### src/rtl/clock_work_if.sv
// Load/observe bundle for the clock_work time-of-day and calendar counter.
// The master drives load values and strobes; the slave returns the current time and date.
interface clock_work_if;
    logic [16:0] time_in;
    logic        time_ow;
    logic [16:0] time_out;
    logic [20:0] date_in;
    logic        date_ow;
    logic [20:0] date_out;

    modport master (
        output time_in,
        output time_ow,
        output date_in,
        output date_ow,
        input  time_out,
        input  date_out
    );

    modport slave (
        input  time_in,
        input  time_ow,
        input  date_in,
        input  date_ow,
        output time_out,
        output date_out
    );
endinterface

### src/rtl/clock_work.sv
// Seconds-driven time-of-day counter with a Gregorian calendar (12-bit year).
// One clk edge is one second; overwrite strobes take priority over advancing.
module clock_work (
    input  logic        clk,
    input  logic        rst,
    clock_work_if.slave bus
);

    localparam logic [16:0] TIME_RESET = 17'h0_0000;
    localparam logic [20:0] DATE_RESET = {5'd1, 4'd1, 12'd2020};

    // Year 0 is divisible by 400, so it falls out as a leap year naturally.
    function automatic logic is_leap(input logic [11:0] year);
        logic div4;
        logic div100;
        logic div400;
        div4   = (year[1:0] == 2'b00);
        div100 = ((year % 12'd100) == 12'd0);
        div400 = ((year % 12'd400) == 12'd0);
        return (div4 && !div100) || div400;
    endfunction

    function automatic logic [4:0] days_in_month(input logic [3:0] month,
                                                 input logic       leap);
        logic [4:0] days;
        case (month)
            4'd4, 4'd6, 4'd9, 4'd11: days = 5'd30;
            4'd2:                    days = leap ? 5'd29 : 5'd28;
            default:                 days = 5'd31;
        endcase
        return days;
    endfunction

    logic [5:0]  sec_r;
    logic [5:0]  min_r;
    logic [4:0]  hour_r;
    logic [4:0]  day_r;
    logic [3:0]  month_r;
    logic [11:0] year_r;

    logic        sec_wrap_s;
    logic        min_wrap_s;
    logic        hour_wrap_s;
    logic        day_roll_s;
    logic [5:0]  sec_adv_s;
    logic [5:0]  min_adv_s;
    logic [4:0]  hour_adv_s;

    logic [4:0]  dim_s;
    logic        day_wrap_s;
    logic        month_wrap_s;
    logic [4:0]  day_adv_s;
    logic [3:0]  month_adv_s;
    logic [11:0] year_adv_s;

    logic [16:0] time_nxt_s;
    logic [20:0] date_nxt_s;

    // One-second advance of the time fields; >= comparisons make out-of-range loads wrap.
    always_comb begin
        sec_wrap_s  = (sec_r  >= 6'd59);
        min_wrap_s  = (min_r  >= 6'd59);
        hour_wrap_s = (hour_r >= 5'd23);

        if (sec_wrap_s) begin
            sec_adv_s = 6'd0;
        end else begin
            sec_adv_s = sec_r + 6'd1;
        end

        if (sec_wrap_s) begin
            if (min_wrap_s) begin
                min_adv_s = 6'd0;
            end else begin
                min_adv_s = min_r + 6'd1;
            end
        end else begin
            min_adv_s = min_r;
        end

        if (sec_wrap_s && min_wrap_s) begin
            if (hour_wrap_s) begin
                hour_adv_s = 5'd0;
            end else begin
                hour_adv_s = hour_r + 5'd1;
            end
        end else begin
            hour_adv_s = hour_r;
        end

        day_roll_s = sec_wrap_s && min_wrap_s && hour_wrap_s;
    end

    // One-day advance of the calendar fields, used only on a midnight rollover.
    always_comb begin
        dim_s        = days_in_month(month_r, is_leap(year_r));
        day_wrap_s   = (day_r   >= dim_s);
        month_wrap_s = (month_r >= 4'd12);

        if (day_wrap_s) begin
            day_adv_s = 5'd1;
        end else begin
            day_adv_s = day_r + 5'd1;
        end

        if (day_wrap_s) begin
            if (month_wrap_s) begin
                month_adv_s = 4'd1;
                year_adv_s  = year_r + 12'd1;
            end else begin
                month_adv_s = month_r + 4'd1;
                year_adv_s  = year_r;
            end
        end else begin
            month_adv_s = month_r;
            year_adv_s  = year_r;
        end
    end

    // Overwrite-over-advance selection; a time load suppresses any rollover.
    always_comb begin
        if (bus.time_ow) begin
            time_nxt_s = bus.time_in;
        end else begin
            time_nxt_s = {hour_adv_s, min_adv_s, sec_adv_s};
        end

        if (bus.date_ow) begin
            date_nxt_s = bus.date_in;
        end else if (!bus.time_ow && day_roll_s) begin
            date_nxt_s = {day_adv_s, month_adv_s, year_adv_s};
        end else begin
            date_nxt_s = {day_r, month_r, year_r};
        end
    end

    // State registers with synchronous reset taking precedence over any load.
    always_ff @(posedge clk) begin
        if (rst) begin
            {hour_r, min_r, sec_r}    <= TIME_RESET;
            {day_r, month_r, year_r}  <= DATE_RESET;
        end else begin
            {hour_r, min_r, sec_r}    <= time_nxt_s;
            {day_r, month_r, year_r}  <= date_nxt_s;
        end
    end

    assign bus.time_out = {hour_r, min_r, sec_r};
    assign bus.date_out = {day_r, month_r, year_r};

endmodule

### src/flat_wrapper.sv
// flat-port wrapper written by rule: the top's interface ports become plain ports
module clock_work_flat 
  (clk, rst, bus_time_in, bus_time_ow, bus_date_in, bus_date_ow, bus_time_out, bus_date_out);
  clock_work_if bus_i ();
  input  logic clk;
  input  logic rst;
  input wire logic [$bits(bus_i.time_in)-1:0] bus_time_in;
  input wire logic [$bits(bus_i.time_ow)-1:0] bus_time_ow;
  input wire logic [$bits(bus_i.date_in)-1:0] bus_date_in;
  input wire logic [$bits(bus_i.date_ow)-1:0] bus_date_ow;
  output wire logic [$bits(bus_i.time_out)-1:0] bus_time_out;
  output wire logic [$bits(bus_i.date_out)-1:0] bus_date_out;
  assign bus_i.time_in = bus_time_in;
  assign bus_i.time_ow = bus_time_ow;
  assign bus_i.date_in = bus_date_in;
  assign bus_i.date_ow = bus_date_ow;
  assign bus_time_out = bus_i.time_out;
  assign bus_date_out = bus_i.date_out;
  clock_work u_core (.clk(clk), .rst(rst), .bus(bus_i));
endmodule
### config.mk
export PLATFORM = sky130hd
export DESIGN_NAME = clock_work_flat
export DESIGN_NICKNAME = d
export VERILOG_FILES = /design/src/rtl/clock_work_if.sv /design/src/rtl/clock_work.sv /design/src/flat_wrapper.sv
export SDC_FILE = /design/constraint.sdc
export NUM_CORES = 1
export LEC_CHECK = 0
export BUFFER_PORTS_ARGS = -buffer_cell sky130_fd_sc_hd__buf_2
export CORE_MARGIN = 8
export CORE_UTILIZATION = 30
export DETAILED_ROUTE_END_ITERATION = 10
export PLACE_DENSITY_LB_ADDON = 0.1
export SLEW_MARGIN = 30
export SYNTH_ARGS = -nofsm -noshare
export SYNTH_HDL_FRONTEND = slang
export SYNTH_SLANG_ARGS = --single-unit
### constraint.sdc
create_clock -name clk -period 5.47 [get_ports clk]
set_clock_uncertainty 0.1 [all_clocks]
set_input_delay 0.2735 -clock clk [delete_from_list [all_inputs] [get_ports clk]]
set_output_delay 0.2735 -clock clk [all_outputs]
set_load 0.005 [all_outputs]
### Word level (Yosys, flattened, before mapping)

Index checks and enable logic that the tools add are counted.

| cells by class | value |
|---|---|
| add/subtract/negate cells | 6 |
| div/mod/pow operators | 2 |
| $lt $le $gt $ge | 5 |
| eq/ne operators | 5 |
| mux-type cells | 15 |
| reductions and logical operators | 18 |

Operator list:

| cell | number |
|---|---|
| two-way mux 21 bit | 2 |
| logical NOT 12 bit | 2 |
| two-way mux 12 bit | 2 |
| two-way mux 6 bit | 3 |
| two-way mux 17 bit | 1 |
| two-way mux 5 bit | 3 |
| adder 12 x 1 -> 12 bit, second input constant | 1 |
| adder 6 x 1 -> 6 bit, second input constant | 2 |
| >= comparator 6 bit, second input constant | 2 |
| remainder unit 12 x 7 -> 12 bit, second input constant | 1 |
| remainder unit 12 x 9 -> 12 bit, second input constant | 1 |
| adder 5 x 1 -> 5 bit, second input constant | 2 |
| case mux 5 bit (2 select lines) | 1 |
| nonzero test 2 bit | 5 |
| equality test 4 x 3 -> 1 bit, second input constant | 2 |
| equality test 4 bit, second input constant | 2 |
| two-way mux 4 bit | 2 |
| >= comparator 5 bit | 1 |
| >= comparator 5 bit, second input constant | 1 |
| adder 4 x 1 -> 4 bit, second input constant | 1 |
| equality test 4 x 2 -> 1 bit, second input constant | 1 |
| >= comparator 4 bit, second input constant | 1 |
| logical AND 1 bit | 4 |
| OR reduction 4 bit | 1 |
| other kinds (6) | 7 |

| storage, ports and cells | value |
|---|---|
| flip-flop bits (word level) | 38 |
| output and inout bits | 38 |
| word-level logic and storage cells | 57 |

### Logic depth before layout (Yosys ltp)

| logic depth | value |
|---|---|
| depth after elaboration | 11 |
| mapped depth | 24 |
| depth with buffers taken out | 21 |

### Worst setup path before layout

OpenSTA, ideal clock, no wires.

| timing path | value |
|---|---|
| path kind | register -> register |
| start point | register u_core.year_r[8] |
| end point | register u_core.year_r[0] |
| library setup time | 0.132 ns |
| arrival | 4.721 ns |
| setup slack | 0.517 ns |
| stages on the path, launching flop included | 24 |
| path buffers | 2 |
| clock period less this slack | 4.953 ns |
| cells stage by stage | dfxtp_1 buf_6 o311a_1 a211oi_4 o22ai_4 o21bai_2 mux2i_2 nand2b_1 mux2i_2 and3_4 mux2_4 nor3_2 nor4bb_1 o32ai_1 ha_1 nand2b_1 a21oi_1 o21bai_1 o21ai_1 or2_2 clkbuf_1 nor3_1 a21oi_1 a21oi_1 |

| between the ends | value |
|---|---|
| word-level cells in the longest chain between the ends | 10 |

RTL lines:

| item | line | source |
|---|---|---|
| start: declaration | clock_work.sv:39 | `logic [11:0] year_r;` |
| start signal: assignment | clock_work.sv:144 | `{day_r, month_r, year_r} <= date_nxt_s;` |
| remainder unit 12 x 7 -> 12 bit | clock_work.sv:18 | `div100 = ((year % 12'd100) == 12'd0);` |
| logical NOT 12 bit | clock_work.sv:18 |  |
| logical NOT 1 bit | clock_work.sv:20 | `return (div4 && !div100) \|\| div400;` |
| logical AND 1 bit | clock_work.sv:20 |  |
| logical OR 1 bit (*) | clock_work.sv:20 |  |
| two-way mux 1 bit (*) | clock_work.sv:28 | `4'd2: days = leap ? 5'd29 : 5'd28;` |
| case mux 5 bit (2 select lines) (*) | clock_work.sv:26 | `case (month)` |
| >= comparator 5 bit (*) | clock_work.sv:97 | `day_wrap_s = (day_r >= dim_s);` |
| nonzero test 2 bit (no source line) (*) | n/a |  |
| AND reduction 3 bit (no source line) (*) | n/a |  |

Mark *: on every way between the ends. The rest lies on a longest branch, timed or not.
A chain may end at the register's enable or synchronous reset.

### Worst setup path in the final report

Ends and elaborated chain as after synthesis.

==> results.tsv <==
stage	metric	value	unit
run_status	status	finished, final reports clean	
timing	final setup fails	0	
final_layout	commonest non-fill, non-tap cell in the layout	buf_2	
logic_synthesis	part of the Yosys area used for sequential elements	22.3	%
hold_path	Hold Path Depth	3	
clock_network	CTS tree	built	
timing	Worst-Margin Slew	0.837	ns
logic_synthesis	syn_nets	531	
clock_network	Max Buffers Root-to-Sink	2	
critical_path	Critical Path Source Type	register	
timing	setup_tns	0	ns
logic_synthesis	library cells used by synthesis	79	
final_layout	commonest non-fill, non-tap cells in the layout	buf_2, nor2_1, a21oi_1	
pwr	Pwr Density	195	nW/um2
critical_path	r2r worst-path depth	24	
logic_synthesis	synthesized area per cell	7.14	um2
critical_path	required time of the critical path	5.50	ns
detailed_routing	detailed-route DRC error count	0	
logic_synthesis	EDFF count, synth	0	
global_route	maximum number of pins on one net before global-route repair	47	
timing	Hold Worst Slack	0.124	ns
global_route	antenna violations before repair	0	
timing	Max Slew Vio Count	0	
critical_path	critical path type	register to register	
timing	minimum clock period	5.06	ns
timing	Hold Violations, Final	0	
floorplan	Core Rows	39	
detailed_routing	Final ANT Viol Nets	0	
global_route	gr usage total	14.4	%
final_layout	final instance area	4180	um2
timing	max frequency	0.198	GHz
clock_network	total CTS buffers	5	
global_route	first-pass GRT wire length	17700	um
pwr	Max VDD drop	0.130	mV
global_route	grt total ovfl	0	
floorplan	Core ar.	11300	um2
hold_path	hold path startpoint	bus_time_in[15]	
job	max_cap viols	0	
final_layout	P&R area growth vs syn	22.6	%
detailed_routing	WL per Instance	15.6	um
final_layout	final core utilization	37.0	%
hold_path	WHS Endpoint	u_core.hour_r[3]	
pwr	Power Total	816	uW
critical_path	Buf/Inv on CP	3	
critical_path	crit path max fanout	11	
final_layout	Nets	606	
final_layout	share of layout cells above drive strength 1	25.8	%
critical_path	worst reg2reg setup slack	0.41	ns
global_route	vias in the first global route	3552	
detailed_routing	WL final	10800	um
timing	period utilization	92.5	%
logic_synthesis	post-synth top area cell	dfxtp_1	
floorplan	Die Footprint	15000	um2
pwr	Leak Pwr	0.00174	uW
detailed_routing	Initial DRT Pass Iterations	4	
floorplan	IO Count	80	
timing	RSZ-0062 raised after global routing	false	
detailed_routing	Vias	3740	
logic_synthesis	#FFs+latches synth	38	
placement	I/O Buffers	79	
critical_path	crit end category	register	
clock_network	Post-CTS Setup Bufs	0	
floorplan	initial core utilization	30.2	%
logic_synthesis	Yosys Warn Count	0	
floorplan	die span in x	123	um
logic_synthesis	Async SR Flop Fraction	0	%
clock_network	CTS Sinks	38	
logic_synthesis	Yosys top cell area share	22.3	%
clock_network	Worst-path clk slew	0.06	ns
placement	placed cell area	4020	um2
critical_path	CP arrival	5.09	ns
hold_path	hold crit path type	primary input to register	
critical_path	origin of the critical flop-to-flop path	u_core.year_r[8]	
detailed_routing	Avg Vias per Cell	5.39	
clock_network	H-tree depth	2	
timing	Slew HR	44.1	%
clock_network	clock root buffer	clkbuf_16	
logic_synthesis	Area contributors post-synth	dfxtp_1, nor2_1, a21oi_1, ha_1, o21ai_0	
final_layout	Antenna Cells	0	
logic_synthesis	Cell Area, Synth	3410	um2
floorplan	chip height	123	um
critical_path	Cell Chain, Critical Path	buf_4 > nor3_2 > a2111oi_0 > a221oi_2 > nand2_1 > mux2i_2 > buf_4 > a21o_1 > a41oi_2 > and3_4 > mux2_4 > nor3_2 > nor4bb_1 > o32ai_1 > ha_1 > nand2b_1 > a21oi_1 > o21bai_1 > o21ai_1 > buf_4 > or2_2 > nor3_1 > a21oi_1 > a21oi_1	
critical_path	slowest cell on the critical path	a2111oi_0	
placement	Final GP Congestion	0.808	
placement	post-DP HPWL	8200	um
detailed_routing	drt initial violations	235	
critical_path	Worst R2R End	u_core.year_r[0]	
critical_path	family with the most delay on the worst path	compound AO/OA/AOI/OAI gates	
critical_path	CP peak stage delay	0.53	ns
critical_path	Crit. Startpoint	u_core.year_r[8]	
logic_synthesis	ys flop type	dfxtp_1	
clock_network	worst skew pair latency	0.28	ns
logic_synthesis	Syn Inst Count	477	
[sequential cells by signal, indices dropped and copies added (netlist names)]
name	cells
u_core.hour_r	5
u_core.month_r	4
u_core.day_r	5
u_core.year_r	12
u_core.sec_r	6
u_core.min_r	6
[power breakdown]
part / switching (uW) / internal, uW / total, uW
clock: 112 / 176 / 288
sequential: 22.2 / 292 / 314
combinational: 119 / 95.8 / 215
total: 252 / 564 / 816
[area by class of cell]
type,instances,area (um2)
fill,1203,7100
multi-input combinational,391,2460
sequential,38,766
timing repair buffer,102,581
tap,143,179
clock buffer,6,139
inverter,14,52.6
[synthesized netlist by cell type, drive strengths merged, types with 4 or more instances]
cell	n
inv	13
ha	12
o21ai	32
buf	13
a211oi	8
xnor2	6
nand3	13
o21bai	4
a22oi	4
a21o	4
mux2	4
a21oi	59
nand2	30
mux2i	6
and3	5
dfxtp	38
nor2	78
nor4	4
nor3	23
o22ai	11
nand2b	13
o31ai	5
clkbuf	21
a31oi	11
[logic make-up (layout without fill, tap and decap cells)]
| group | after synthesis | in the layout | share of synthesized area, % |
|---|---|---|---|
| AOI/OAI and AO/OA | 175 | 175 | 35.9 |
| xor gates and xnor gates | 8 | 8 | 2.06 |
| adders and majority gates | 12 | 12 | 4.41 |
| buffers and inverters | 48 | 122 | 5.84 |
| DFF | 38 | 38 | 22.3 |
| muxes | 10 | 10 | 3.42 |
| and+or+nand+nor | 186 | 186 | 26.0 |
[per-stage QoR]
step,std cells,worst slack [ns]
floorplan,477,0.517
global placement,688,0.371
detailed placement,688,0.305
CTS,694,0.266
global route,694,0.0312
finish,694,0.411
[what timing repair did]
item / in CTS / in global routing
endpoints found under the setup margin: 0 / 11
resized for setup: 0 / 7
hold buffers: 0 / 0
[per-layer routing]
metal | wire length, um | up-vias | GRT usage, %
li1 | - | 1916 | -
met1 | 5010 | 1729 | 18.8
met2 | 5190 | 89 | 23.5
met3 | 530 | 6 | 3.45
met4 | 84 | 0 | 3.12
met5 | 0 | - | 0
[worst register-to-register path, stage by stage (launching register included)]
cell and delay, ns:
dfxtp_2 0.44, buf_4 0.20, nor3_2 0.07, a2111oi_0 0.53
a221oi_2 0.13, nand2_1 0.12, mux2i_2 0.08, buf_4 0.17
a21o_1 0.17, a41oi_2 0.28, and3_4 0.27, mux2_4 0.31
nor3_2 0.15, nor4bb_1 0.08, o32ai_1 0.34, ha_1 0.29
nand2b_1 0.14, a21oi_1 0.14, o21bai_1 0.11, o21ai_1 0.11
buf_4 0.19, or2_2 0.23, nor3_1 0.07, a21oi_1 0.14
a21oi_1 0.07
[worst max path at each step]
| stage | endpoint | cells past startpoint |
|---|---|---|
| after global placement | u_core.year_r[0] | 24 |
| after global routing | u_core.year_r[0] | 24 |
| after floorplan | u_core.year_r[0] | 23 |
| after detailed placement | u_core.year_r[0] | 23 |
| final | u_core.year_r[0] | 24 |
| after CTS | u_core.year_r[0] | 24 |
Note: power is estimated with default switching activity, not from simulation.
